File: config.mk
export PLATFORM = sky130hd
export DESIGN_NAME = v_sync_gen
export DESIGN_NICKNAME = d
export VERILOG_FILES = /design/src/rtl/v_sync_gen.sv
export SDC_FILE = /design/constraint.sdc
export NUM_CORES = 1
export LEC_CHECK = 0
export CORE_MARGIN = 2
export CORE_UTILIZATION = 40
export DETAILED_ROUTE_END_ITERATION = 8
export DONT_BUFFER_PORTS = 1
export GPL_ROUTABILITY_DRIVEN = 0
export PLACE_DENSITY = 0.5
export SYNTH_ARGS = -nofsm -noshare
export SYNTH_HDL_FRONTEND = slang
export SYNTH_SLANG_ARGS = --single-unit
File: constraint.sdc
create_clock -name clock -period 4 [get_ports clock]
set_clock_uncertainty 0.15 [all_clocks]
set_input_delay 0.8 -clock clock [delete_from_list [all_inputs] [get_ports clock]]
set_output_delay 0.8 -clock clock [all_outputs]
set_load 0.01 [all_outputs]
File: src/rtl/v_sync_gen.sv
`default_nettype none
// ============================================================================
// Module   : v_sync_gen
// Brief    : Vertical line counter and VGA sync / display-enable generator
//            for 640x480@60, clocked by the horizontal line-end pulse.
// Revision : 1.0 - initial release
// ============================================================================
module v_sync_gen #(
    parameter int H_ACTIVE = 640,
    parameter int H_FP     = 16,
    parameter int H_SYNC   = 96,
    parameter int H_BP     = 48,
    parameter int V_ACTIVE = 480,
    parameter int V_FP     = 10,
    parameter int V_SYNC   = 2,
    parameter int V_BP     = 33,
    parameter bit SYNC_POL = 1'b0
) (
    input  logic       clock,
    input  logic       reset,
    input  logic [9:0] hcount,
    input  logic       trig_V,
    output logic [9:0] vcount,
    output logic       hsync,
    output logic       vsync,
    output logic       video_on,
    output logic       frame_tick,
    output logic       line_err
);

    localparam logic [9:0] c_H_ACTIVE   = 10'(H_ACTIVE);
    localparam logic [9:0] c_H_TOTAL    = 10'(H_ACTIVE + H_FP + H_SYNC + H_BP);
    localparam logic [9:0] c_HS_FIRST   = 10'(H_ACTIVE + H_FP);
    localparam logic [9:0] c_HS_LAST    = 10'(H_ACTIVE + H_FP + H_SYNC - 1);
    localparam logic [9:0] c_VACT_LAST  = 10'(V_ACTIVE - 1);
    localparam logic [9:0] c_VFP_LAST   = 10'(V_ACTIVE + V_FP - 1);
    localparam logic [9:0] c_VSYNC_LAST = 10'(V_ACTIVE + V_FP + V_SYNC - 1);
    localparam logic [9:0] c_V_LAST     = 10'(V_ACTIVE + V_FP + V_SYNC + V_BP - 1);

    typedef enum logic [1:0] {
        V_ACT  = 2'd0,
        V_FPO  = 2'd1,
        V_SYN  = 2'd2,
        V_BPO  = 2'd3
    } v_state_t;

    v_state_t   r_state;
    logic [9:0] r_vcount;
    logic       r_hsync;
    logic       r_vsync;
    logic       r_video_on;
    logic       r_frame_tick;
    logic       r_line_err;
    logic       r_armed;

    logic       w_h_in_line;
    logic       w_h_sync_zone;
    logic       w_h_visible;
    logic       w_h_zero;

    // Out-of-range columns (>= H_TOTAL) never count as sync or visible.
    assign w_h_in_line   = (hcount < c_H_TOTAL);
    assign w_h_sync_zone = w_h_in_line && (hcount >= c_HS_FIRST) && (hcount <= c_HS_LAST);
    assign w_h_visible   = w_h_in_line && (hcount < c_H_ACTIVE);
    assign w_h_zero      = (hcount == 10'd0);

    always_ff @(posedge clock) begin
        if (reset) begin
            r_state      <= V_ACT;
            r_vcount     <= 10'd0;
            r_hsync      <= ~SYNC_POL;
            r_vsync      <= ~SYNC_POL;
            r_video_on   <= 1'b0;
            r_frame_tick <= 1'b0;
            r_line_err   <= 1'b0;
            r_armed      <= 1'b0;
        end else begin
            r_hsync      <= w_h_sync_zone ? SYNC_POL : ~SYNC_POL;
            r_vsync      <= (r_state == V_SYN) ? SYNC_POL : ~SYNC_POL;
            r_video_on   <= w_h_visible && (r_state == V_ACT);
            r_frame_tick <= trig_V && (r_vcount == c_V_LAST);

            // A trigger off column 0, or a missing one at column 0, is flagged
            // but never resynchronised: the count simply follows trig_V.
            if ((trig_V && !w_h_zero) || (r_armed && w_h_zero && !trig_V)) begin
                r_line_err <= 1'b1;
            end
            if (trig_V) begin
                r_armed <= 1'b1;
            end

            if (trig_V) begin
                r_vcount <= (r_vcount == c_V_LAST) ? 10'd0 : r_vcount + 10'd1;
                case (r_state)
                    V_ACT:   if (r_vcount == c_VACT_LAST)  r_state <= V_FPO;
                    V_FPO:   if (r_vcount == c_VFP_LAST)   r_state <= V_SYN;
                    V_SYN:   if (r_vcount == c_VSYNC_LAST) r_state <= V_BPO;
                    V_BPO:   if (r_vcount == c_V_LAST)     r_state <= V_ACT;
                    default: r_state <= V_ACT;
                endcase
            end
        end
    end

    assign vcount     = r_vcount;
    assign hsync      = r_hsync;
    assign vsync      = r_vsync;
    assign video_on   = r_video_on;
    assign frame_tick = r_frame_tick;
    assign line_err   = r_line_err;

endmodule
`default_nettype wire
==> impl_metrics.tcl <==
set metrics [dict create \
    slew_viol_final 0 \
    swShare_pct 23.7 \
    fin_setup_tns_ns 0 \
    fmax_mhz 482 \
    grt_first_pass_wirelength_mm 2.74 \
    rsz0062_at_grt "no" \
    hold_buffers 0 \
    reg2reg_from "vcount[0]" \
    max-slew-margin-rel_pct 50.1 \
    crit_path_start_kind "register" \
    cts_sinks 18 \
    netlist_area_um2 906 \
    io_buffers 0 \
    viasPerCell 5.20 \
    holdPathStages 2 \
    setup_viol 0 \
    wirelength_met1_um 847 \
    cts_root_buffer "clkbuf_4" \
    critPathMaxStageDelay_ns 0.42 \
    cp_slowest_cell "dfxtp_1" \
    dpl_cell_area_um2 933 \
    reg2reg_to "r_state[0]" \
    dr.pass1.iters 4 \
    p_leak_nw 0.358 \
    critPathArrivalTime_ns 2.14 \
    drc 0 \
    initial_core_util_pct 41.8 \
    wl_met2_um 673 \
    ios 28 \
    grt_max_degree 11 \
    ys.warnings.count 0 \
    power_mw 0.299 \
    num_vias 687 \
    grt_pass1_vias 572 \
    critical_path.top_delay_family "compound AO/OA/AOI/OAI gates" \
    dpl.hpwl_mm 1.26 \
    dp_cells 129 \
    syn-instance-count 103 \
    antenna_found_initial 0 \
    pwr-share-comb_pct 5.8 \
    min_path_type "register to register" \
    path_buf_inv 1 \
    cap_violations 0 \
    critical_path.max_fanout 7 \
    wl_mm 1.68 \
    yosysTopAreaCellShare_pct 39.8 \
    clock_latency_ns 0.29 \
    rrSetupSlack_ns 1.93 \
    holdCritStartpoint "r_armed" \
    post-place-ws_ns 1.91 \
    run_status "complete, no violations" \
    finalCritPeriodShare_pct 51.8 \
    layout_min_cycle_time_ns 2.07 \
    tightest_slew_ns 0.746 \
    yosysTopAreaCell "dfxtp_1" \
    clockBufferDepth 2 \
    instances_no_fill 132 \
    post_cts_buffers 0 \
    area_delta_synth_final_pct 5.52 \
    internal_power_mw 0.228 \
    tritoncts "done" \
    pwr-share-clk_pct 30.4 \
    synth.area.top_cells "dfxtp_1, ha_1, nor2_1" \
    worstPathCellList "inv_1, ha_1, nor4b_2, nand3_1, a221o_1, a211o_1, a211oi_1" \
    fin_ws_ns 1.93 \
    die_y_um 51.6 \
    finalInstanceArea_um2 956 \
    antennaDiodeCount 0 \
    postSynthAreaPerCell_um2 8.79 \
    path_class "register to register" \
    cts_resized 0 \
    drive_above_1_share_pct 4.81 \
    p_sw_mw 0.0707 \
    end_kind "register" \
    syn_nets 123 \
    power_density_mw_per_mm2 313 \
    ff2ff_path_depth 7 \
    p_seq_share_pct 63.8 \
    fp.dieW_um 51.6 \
    ant_nets 0 \
    overflow 0 \
    coreArea_mm2 0.00217 \
    synth_seq_cells 18 \
    wl_per_cell_um 12.7 \
    highest_layer "met4" \
    cts_made_buffers 3 \
    ir_worst_vdd_v 0.000178 \
    worstPathRequired_ns 4.06 \
    wl_met3_um 108 \
    final_nets 126 \
    hold_path_end "r_armed" \
    clkTransAtPathRegs_ns 0.10 \
    finalHoldViolCount 0 \
    cts.htree.levels 1 \
    grtUsageTotal_pct 14.1 \
    synth_cell_types 30 \
    row_count 17 \
    ys_seq_area_share_pct 39.8 \
    drt_iter0_markers 11 \
    dieArea_mm2 0.00266 \
]
==> power by group through the flow <==
stage	Combinational, mW	Clock [mW]	Sequential [mW]
after global placement	0.0177	0	0.195
after CTS	0.0176	0.0933	0.191
after floorplan	0.0169	0	0.193
after global routing	0.0196	0.106	0.192
after detailed placement	0.0172	0	0.195
final	0.0173	0.0910	0.191
==> cell usage in the layout, fill, tap and decap left out, types with 2 or more instances in the layout <==
cell type	Yosys	final
xor2_1	6	6
a211oi_1	2	2
nand3_1	3	3
nand4_1	5	5
nand2_1	8	8
nand2b_1	3	3
nor3_1	2	2
mux2i_1	2	2
and3_1	2	2
a21oi_1	2	2
nor2_1	16	16
dfxtp_1	18	18
clkbuf_4	0	3
ha_1	7	7
inv_1	6	6
nor4_1	2	2
o21ai_0	3	3
xnor2_1	2	2
==> cell usage after synthesis, drive strengths merged <==
cell	instances
a211o	1
a211oi	2
a21oi	2
a221o	1
and2	1
and3	2
and3b	1
and4b	1
and4bb	1
clkbuf	2
dfxtp	18
ha	7
inv	6
mux2i	2
nand2	8
nand2b	3
nand3	3
nand4	5
nor2	16
nor2b	1
nor3	2
nor3b	1
nor4	2
nor4b	1
o21ai	3
o21bai	1
o221ai	1
or3	1
xnor2	2
xor2	6
==> tightest hold or removal path: cells and delay by family, from the launching register on <==
kind | cells | cell delay (ns)
AND/OR/NAND/NOR | 2 | 0.12
flip-flops | 1 | 0.32
==> state kept, by name, summed over array words and instances, names as in the netlist <==
register,flops
frame_tick,1
hsync,1
line_err,1
r_armed,1
r_state,2
vcount,10
video_on,1
vsync,1
==> final cells by class <==
type | count | area (um^2)
sequential | 18 | 360
fill | 219 | 1210
tap | 28 | 35.0
clock buffer | 3 | 22.5
multi-input combinational | 77 | 515
inverter | 6 | 22.5
==> per-layer routing <==
metal | vias up | global-route usage, %
li1 | 358 | -
met1 | 306 | 20.3
met2 | 19 | 17.1
met3 | 4 | 4.31
met4 | 0 | 10.5
met5 | - | 0
==> metrics by stage <==
step | hold WS, ns | utilization (%)
final | 0.318 | 44.1
after global routing | 0.358 | 44.1
after CTS | 0.320 | 44.1
after detailed placement | 0.304 | 43.0
after global placement | 0.291 | 43.0
after floorplan | 0.277 | -
==> worst max path at each step <==
| stage | start | endpoint | slack, ns | depth (start not counted) |
|---|---|---|---|---|
| finish | vcount[0] | r_state[0] | 1.93 | 7 |
| global route | vcount[0] | r_state[0] | 1.73 | 7 |
| CTS | vcount[0] | r_state[0] | 1.90 | 7 |
| detailed placement | vcount[0] | r_state[0] | 1.91 | 7 |
| global placement | vcount[0] | r_state[0] | 1.97 | 7 |
| floorplan | trig_V | r_state[0] | 1.79 | 5 |
==> cells by family (layout without fill, tap and decap cells) <==
family	after synthesis	in the layout	share of synthesized area, %
AND/OR/NAND/NOR	49	49	29.0
multiplexers	2	2	2.21
AO/OA/AOI/OAI	11	11	8.29
adder cells (fa/ha/maj)	7	7	9.67
buffers and inverters	8	9	3.32
flip-flops	18	18	39.8
XOR/XNOR	8	8	7.74
Note: power is estimated with default switching activity, not from simulation.
